### src/rtl/led_drv_pkg.sv
// Shared definitions for the LED PWM driver: the per-channel mode encoding.
package led_drv_pkg;

  typedef enum logic [1:0] {
    MODE_DIRECT = 2'b00,
    MODE_PWM    = 2'b01,
    MODE_BLINK  = 2'b10,
    MODE_OFF    = 2'b11
  } led_mode_e;

endpackage

### src/rtl/led_pwm_channel.sv
// One LED channel: shadow/active configuration with period-aligned commit and
// the registered output compare. BLINK support only when LED_PWM_DRIVER_BLINK_EN.
module led_pwm_channel
  import led_drv_pkg::*;
#(
  parameter int PWM_BITS = 8
) (
  input  logic                clk,
  input  logic                rst,
  input  logic                wr_en,
  input  led_mode_e           wr_mode,
  input  logic [PWM_BITS-1:0] wr_duty,
  input  logic                period_start,
  input  logic [PWM_BITS-1:0] pwm_cnt,
`ifdef LED_PWM_DRIVER_BLINK_EN
  input  logic                blink,
`endif
  input  logic                direct_bit,
  output logic                led,
  output logic                pending
);

  led_mode_e           act_mode_q, act_mode_d;
  logic [PWM_BITS-1:0] act_duty_q, act_duty_d;
  led_mode_e           sh_mode_q, sh_mode_d;
  logic [PWM_BITS-1:0] sh_duty_q, sh_duty_d;
  logic                pend_q, pend_d;
  logic                led_q, led_d;

  always_comb begin
    act_mode_d = act_mode_q;
    act_duty_d = act_duty_q;
    sh_mode_d  = sh_mode_q;
    sh_duty_d  = sh_duty_q;
    pend_d     = pend_q;
    led_d      = 1'b0;
    if (period_start && pend_q) begin
      act_mode_d = sh_mode_q;
      act_duty_d = sh_duty_q;
      pend_d     = 1'b0;
    end
    if (wr_en) begin
      sh_mode_d = wr_mode;
      sh_duty_d = wr_duty;
      pend_d    = 1'b1;
    end
    // Compare against the post-commit config so a new setting starts exactly at count 0.
    case (act_mode_d)
      MODE_DIRECT: led_d = direct_bit;
      MODE_PWM:    led_d = (&act_duty_d) || (pwm_cnt < act_duty_d);
`ifdef LED_PWM_DRIVER_BLINK_EN
      MODE_BLINK:  led_d = blink;
`endif
      default:     led_d = 1'b0;
    endcase
  end

  always_ff @(posedge clk) begin
    if (rst) begin
      act_mode_q <= MODE_DIRECT;
      act_duty_q <= '0;
      pend_q     <= 1'b0;
      led_q      <= 1'b0;
    end else begin
      act_mode_q <= act_mode_d;
      act_duty_q <= act_duty_d;
      pend_q     <= pend_d;
      led_q      <= led_d;
    end
  end

  always_ff @(posedge clk) begin
    sh_mode_q <= sh_mode_d;
    sh_duty_q <= sh_duty_d;
  end

  assign led     = led_q;
  assign pending = pend_q;

endmodule

### src/rtl/led_pwm_driver.sv
// Multi-channel LED driver: shared prescaler, PWM counter and blink divider
// feeding N_LED channels. Define LED_PWM_DRIVER_BLINK_EN to enable BLINK mode.
module led_pwm_driver
  import led_drv_pkg::*;
#(
  parameter  int N_LED      = 8,
  parameter  int PWM_BITS   = 8,
  parameter  int PRESCALE   = 16,
  parameter  int BLINK_BITS = 8,
  localparam int CH_W       = (N_LED > 1) ? $clog2(N_LED) : 1
) (
  input  logic                clk,
  input  logic                rst,
  input  logic [N_LED-1:0]    direct_in,
  input  logic                wr_valid,
  output logic                wr_ready,
  input  logic [CH_W-1:0]     wr_chan,
  input  logic [1:0]          wr_mode,
  input  logic [PWM_BITS-1:0] wr_duty,
  output logic [N_LED-1:0]    led,
  output logic                period_start
);

  localparam int PRE_W = (PRESCALE > 1) ? $clog2(PRESCALE) : 1;

  logic [PRE_W-1:0]    pre_q, pre_d;
  logic [PWM_BITS-1:0] cnt_q, cnt_d;
  logic                ps_q, ps_d;
  logic                step, wrap;
  logic                chan_ok, accept;
  logic [N_LED-1:0]    pending;
`ifdef LED_PWM_DRIVER_BLINK_EN
  logic [BLINK_BITS-1:0] blink_q, blink_d;
`endif

  always_comb begin
    step  = (pre_q == PRE_W'(PRESCALE - 1));
    pre_d = step ? '0 : pre_q + PRE_W'(1);
    cnt_d = step ? cnt_q + PWM_BITS'(1) : cnt_q;
    wrap  = step && (&cnt_q);
    ps_d  = wrap;
`ifdef LED_PWM_DRIVER_BLINK_EN
    blink_d = wrap ? blink_q + BLINK_BITS'(1) : blink_q;
`endif
  end

  always_ff @(posedge clk) begin
    if (rst) begin
      pre_q <= '0;
      cnt_q <= '0;
      ps_q  <= 1'b0;
`ifdef LED_PWM_DRIVER_BLINK_EN
      blink_q <= '0;
`endif
    end else begin
      pre_q <= pre_d;
      cnt_q <= cnt_d;
      ps_q  <= ps_d;
`ifdef LED_PWM_DRIVER_BLINK_EN
      blink_q <= blink_d;
`endif
    end
  end

  // Out-of-range channels are never pending, so such writes are accepted and dropped.
  assign chan_ok  = ({{(32-CH_W){1'b0}}, wr_chan} < 32'(N_LED));
  assign wr_ready = !rst && !(chan_ok && pending[wr_chan]);
  assign accept   = wr_valid && wr_ready && chan_ok;

  for (genvar g = 0; g < N_LED; g++) begin : g_chan
    led_pwm_channel #(
      .PWM_BITS(PWM_BITS)
    ) u_chan (
      .clk          (clk),
      .rst          (rst),
      .wr_en        (accept && (wr_chan == CH_W'(g))),
      .wr_mode      (led_mode_e'(wr_mode)),
      .wr_duty      (wr_duty),
      .period_start (ps_q),
      .pwm_cnt      (cnt_q),
`ifdef LED_PWM_DRIVER_BLINK_EN
      .blink        (blink_q[BLINK_BITS-1]),
`endif
      .direct_bit   (direct_in[g]),
      .led          (led[g]),
      .pending      (pending[g])
    );
  end

  assign period_start = ps_q;

endmodule

### config.mk
export PLATFORM = sky130hd
export DESIGN_NAME = led_pwm_driver
export DESIGN_NICKNAME = d
export VERILOG_FILES = /design/src/rtl/led_drv_pkg.sv /design/src/rtl/led_pwm_channel.sv /design/src/rtl/led_pwm_driver.sv
export SDC_FILE = /design/constraint.sdc
export NUM_CORES = 1
export LEC_CHECK = 0
export ABC_CLOCK_PERIOD_IN_PS = 5560
export BUFFER_PORTS_ARGS = -buffer_cell sky130_fd_sc_hd__buf_2
export CORE_MARGIN = 3
export CORE_UTILIZATION = 55
export DETAILED_ROUTE_END_ITERATION = 12
export PLACE_DENSITY = 0.81
export SLEW_MARGIN = 20
export SYNTH_ARGS = -nofsm -noshare
export SYNTH_HDL_FRONTEND = slang
export SYNTH_SLANG_ARGS = --single-unit
### constraint.sdc
create_clock -name clk -period 5.56 [get_ports clk]
set_input_delay 0.278 -clock clk [delete_from_list [all_inputs] [get_ports clk]]
set_output_delay 0.278 -clock clk [all_outputs]
set_load 0.05 [all_outputs]
* After elaboration in Yosys (flattened, before gate mapping)
Index checks and enable logic that the tools add are counted.
Widths: inputs -> output; s select.
** Word-level totals
- Flip-flop bits (word level) :: 189
- Output and inout port bits :: 10
- Word-level logic and storage cells :: 176
** Operators by class
- $add $sub $neg :: 2
- Magnitude comparators :: 9
- Equality and inequality tests :: 16
- Mux-type cells :: 42
- Reductions and logical operators :: 56
** Operator list (count)
- $reduce_and 8->1 :: 9
- $lt 8x8->1 :: 8
- $mux 8 :: 8
- $logic_and 1x1->1 :: 19
- $mux 1 :: 17
- $eq 2x1->1 const B :: 8
- $logic_not 2->1 :: 8
- $mux 2 :: 8
- $pmux 1 s2 :: 8
- $reduce_bool 2->1 :: 8
- $eq 3x3->1 const B :: 4
- $add 8x1->8 const B :: 1
- $logic_or 1x1->1 :: 8
- $eq 3x2->1 const B :: 2
- $add 4x1->4 const B :: 1
- $eq 4x4->1 const B :: 1
- $lt 3x4->1 const B :: 1
- $bmux 1 s3 :: 1
- $eq 3x1->1 const B :: 1
- $logic_not 3->1 :: 1
- $logic_not 1->1 :: 2
- $reduce_or 2->1 :: 1

* Depth between registers and ports, before layout
- Word-level depth :: 7
- Depth in mapped cells :: 11
- Mapped depth without buffers :: 9

* Modules after synthesis
From an unflattened synthesis, not the netlist that was laid out.
** Unflattened totals
- Cells, all modules :: 679
- Area, all modules :: 8105.3 um^2
** By module, submodules not included
- led_pwm_channel :: instances 8, cells an instance 75, area an instance 927.1 um^2, sequential area each 540.5 um^2
- led_pwm_driver :: instances 1, cells an instance 79, area an instance 688.2 um^2, sequential area each 260.2 um^2

* Worst setup path before layout
Ideal clock, no wire load.
- Path type :: in2out
- Start :: input wr_chan[0]
- End :: output wr_ready
- Arrival :: 2.315 ns
- Required time :: 5.282 ns
- Slack :: 2.967 ns
- Stages on the path :: 4
- Buffers on the path :: 1
- Cell sequence :: buf_2 > mux4_2 > nor2b_1 > a211oi_1
** On the way
- Cells in the longest elaborated chain, start to end :: 4
** Ends and longest elaborated chain
- start: declaration :: line led_pwm_driver.sv:17 : input logic [CH_W-1:0] wr_chan,
- $bmux 1 s3 :: line led_pwm_driver.sv:67 : assign wr_ready = !rst && !(chan_ok && pending[wr_chan]);
- $mux 1 (implied by the code) :: line led_pwm_driver.sv:67
- $logic_not 1->1 :: line led_pwm_driver.sv:67
- $logic_and 1x1->1 :: line led_pwm_driver.sv:67
- end: declaration :: line led_pwm_driver.sv:16 : output logic wr_ready,
Every way passes these cells. The select of a mux whose other input is x is not followed.

* Worst setup path after layout
- Start :: register ps_q (netlist: period_start)
- End :: register g_chan[0].u_chan.led_q
** On the way
- Cells in the longest elaborated chain, start to end :: 5
** Ends and longest elaborated chain
- start: declaration :: line led_pwm_driver.sv:28 : logic ps_q, ps_d;
- start signal: assignment :: line led_pwm_driver.sv:58 : ps_q <= ps_d;
- $logic_and 1x1->1 * :: line led_pwm_channel.sv:37 : if (period_start && pend_q) begin
- $mux 8 :: line led_pwm_channel.sv:37
- $lt 8x8->1 / $reduce_and 8->1 (equally long branches) :: line led_pwm_channel.sv:50 : MODE_PWM: led_d = (&act_duty_d) || (pwm_cnt < act_duty_d);
- $logic_or 1x1->1 :: line led_pwm_channel.sv:50
- $pmux 1 s2 * :: line led_pwm_channel.sv:48 : case (act_mode_d)
- end signal: assignment :: line led_pwm_channel.sv:68 : led_q <= led_d;
- end: declaration :: line led_pwm_channel.sv:28 : logic led_q, led_d;
Every way passes the cells marked *; elsewhere a longest branch is shown, timed or not.
A chain may end at the register's enable or synchronous reset.

==> metrics.cfg <==
[logic_synthesis]
yosys.area_share.xor_xnor_pct = 0.655
ys.flop_type = dfxtp_1
synth_fa_ha_area_share_pct = 8.00
synth_enable_flop_cells = 80
syn_area_um2 = 8020
ys_seq_elements = 189
yosys_warnings = 0
synth_top_family_by_area = simple AND/OR/NAND/NOR gates
synthArstFlopShare_pct = 0
synth_cell_types = 54
syn_nets = 751
muxShareOfSynthArea_pct = 10.3
synthCells = 680
synth_compound_area_share_pct = 7.49
synthSimpleGateAreaFrac_pct = 13.7
yosysSeqAreaShare_pct = 57.1
syn_area_per_cell_um2 = 11.8

[grt]
grt_pass1_vias = 5626
grt_max_degree = 95
grt_pass1_wl_mm = 28.6
antenna_found_initial = 0
grtUsageMet2_pct = 39.6
grtUsageTotal_pct = 23.5
overflow = 0
grt_use_met1_pct = 28.5
use_met3_pct = 5.64
busiest_layer = met2

[finish]
num_antenna_cells = 0
nets = 769
instances_no_fill = 891
layout-drive-gt1-share_pct = 10.8
syn2layout_area_growth_pct = 9.83
final_cell_area_um2 = 8810

[critical_path]
critPathRequiredTime_ns = 5.93
crit_arrival_ns = 3.35
path_cells = nand2_1 > mux2i_1 > ha_1 > and4_1 > a211oi_1 > nand2_1 > a31o_1 > a21oi_1
worstPathMaxFanout = 19
cp_top_family = simple AND/OR/NAND/NOR gates
critPathKind = reg2reg
crit_top_cell = nand2_1
critPathLaunchType = register
reg2reg_from = period_start
r2r_cells = 8
cp-end-kind = register
worstReg2RegEnd = g_chan[0].u_chan.led
critPathBufInv = 0
critPathMaxStageDelay_ns = 0.78
rrSetupSlack_ns = 2.59
cpMaxStageDelayCell = dfxtp_1

[die]
die_y_um = 127
core-area_um2 = 14100
die-width_um = 127
initial_core_util_pct = 56.9
ios = 34
die-area_um2 = 16100
row_count = 43

[timing]
final.setup_skew_ns = 0.0106
final.setup.worst_slack_ns = 2.59
tns_ns = 0
worstMarginPinSlew_ns = 1.01
max_clock_freq_mhz = 336
max-slew-margin-rel_pct = 32.4
finalHoldViolCount = 0
rsz0062_at_grt = false
period_needed_ns = 2.97
setup_viol = 0
fin_crit_sh_pct = 53.5
drv_slew = 0

[pwr]
fin_total_pwr_mw = 2.72
p_leak_nw = 3.81
power.density_nw_per_um2 = 309
vdd_drop_max_mv = 0.301

[min_path]
hp-class = in2reg
worstHoldStart = direct_in[0]
whs_path_depth = 3
holdPathEnd = g_chan[0].u_chan.led

[routing]
vias_per_cell = 6.10
final_antenna_net_count = 0
drtPass1Iterations = 5
drt_iter0_markers = 487
via_count = 5434
routed_wirelength_mm = 18.3
drc = 0
wl_per_cell_um = 20.5

[clocking]
clk_latency_ns = 0.44
clk_pin_slew_worst_paths_ns = 0.06
holdBufCountCts = 0
cts_buffers = 17
ctsRootBufferMaster = clkbuf_16
cts.sinks = 189
cts_setup_buffers = 0
cts_resized = 0
cts-htree-levels = 4
clk_path_buf_depth = 2
cts_tree = done

[place]
dp.cells = 859
port_buffers = 33
post-place-ws_ns = 2.65
dpl-instance-area_um2 = 8230
gp_congestion = 0.921
dpl.hpwl_mm = 11.8

[run]
cap_violations = 0

[status]
status = finished clean

==> how the worst max path moves through the flow <==
stage / from / endpoint / cells past startpoint / slack (ns)
global route: period_start / g_chan[6].u_chan.led / 8 / 2.44
floorplan: wr_chan[0] / wr_ready / 4 / 2.97
CTS: period_start / g_chan[0].u_chan.led / 8 / 2.66
detailed placement: period_start / g_chan[0].u_chan.led / 8 / 2.65
global placement: period_start / g_chan[6].u_chan.led / 8 / 2.79
finish: period_start / g_chan[0].u_chan.led / 8 / 2.59
==> cells in the final DEF, fill, tap and decap left out, types with 4 or more instances in the layout <==
cell / n
o211ai_1: 4
inv_1: 5
o21ai_0: 14
and2_1: 4
buf_2: 33
dfxtp_1: 109
xor2_1: 4
a21oi_1: 27
and3_1: 6
ha_1: 47
nand3_1: 10
nand2b_1: 7
clkbuf_16: 17
o21a_1: 8
a21o_1: 11
nor2b_1: 7
clkinv_2: 4
nor2_1: 97
nand2_1: 20
mux2i_1: 76
nand4_1: 39
nor3_1: 11
edfxtp_1: 80
a211oi_1: 10
==> report_power, final <==
| group | internal, mW | switching, mW | leakage [nW] |
|---|---|---|---|
| logic | 0.0182 | 0.0593 | 1.92 |
| clock network | 0.682 | 0.498 | 0.281 |
| registers | 1.46 | 0.00693 | 1.60 |
| total | 2.16 | 0.565 | 3.81 |
==> state kept, by name, summed over array words and instances (netlist names) <==
| name | cells |
|---|---|
| pre_q | 4 |
| g_chan.u_chan.sh_mode_q | 16 |
| g_chan.u_chan.sh_duty_q | 64 |
| g_chan.u_chan.pending | 8 |
| g_chan.u_chan.led | 8 |
| cnt_q | 8 |
| period_start | 1 |
| g_chan.u_chan.act_mode_q | 16 |
| g_chan.u_chan.act_duty_q | 64 |
==> cells by family after synthesis <==
logic type | Yosys count
AOI/OAI and AO/OA | 92
xor gates and xnor gates | 6
adders and majority gates | 52
buffers and inverters | 42
DFF | 189
muxes | 80
and+or+nand+nor | 219
==> cell type report <==
| type | count | area, um2 |
|---|---|---|
| Tap cell | 180 | 225 |
| Inverter | 6 | 22.5 |
| Clock buffer | 21 | 460 |
| Sequential cell | 189 | 4580 |
| Fill cell | 1072 | 5290 |
| Multi-Input combinational cell | 449 | 3220 |
| Timing Repair Buffer | 35 | 180 |
| Clock inverter | 11 | 116 |
==> worst register-to-register path: cells and delay by family (launching register included) <==
kind,cells,cell delay [ns]
simple gates,3,0.87
flops,1,0.78
fa+ha+maj,1,0.29
compound gates,3,0.60
mux,1,0.37
==> stage by stage <==
stage,hold slack (ns),util [%]
CTS,0.108,62.5
floorplan,0.377,-
global route,0.123,62.5
finish,0.115,62.5
detailed placement,0.461,58.4
global placement,0.455,58.4
==> synth_stat cells, drive strengths merged, types with 3 or more instances <==
| master | number | share of area, % |
|---|---|---|
| buf | 22 | 1.8 |
| ha | 47 | 7.3 |
| a211oi | 10 | 0.94 |
| maj3 | 5 | 0.67 |
| nor2 | 97 | 4.5 |
| a21o | 11 | 1.0 |
| edfxtp | 80 | 30 |
| and2 | 4 | 0.31 |
| inv | 5 | 0.23 |
| o21a | 8 | 0.75 |
| nor3b | 3 | 0.41 |
| dfxtp | 109 | 27 |
| nand2b | 7 | 0.55 |
| a21oi | 27 | 1.7 |
| nor2b | 7 | 0.55 |
| o211ai | 4 | 0.37 |
| nand2 | 23 | 1.2 |
| nor3 | 11 | 0.69 |
| nand4 | 39 | 3.0 |
| mux2i | 76 | 9.5 |
| clkbuf | 14 | 0.66 |
| o21ai | 14 | 0.87 |
| and3 | 6 | 0.47 |
| xor2 | 4 | 0.44 |
| nand3 | 10 | 0.62 |
| a221o | 3 | 0.37 |
==> metal layers <==
layer	wire [um]	vias up
met5	0	-
met4	571	0
met3	1260	49
met2	8960	202
met1	7500	2635
li1	-	2548
Note: power is estimated with default switching activity, not from simulation.
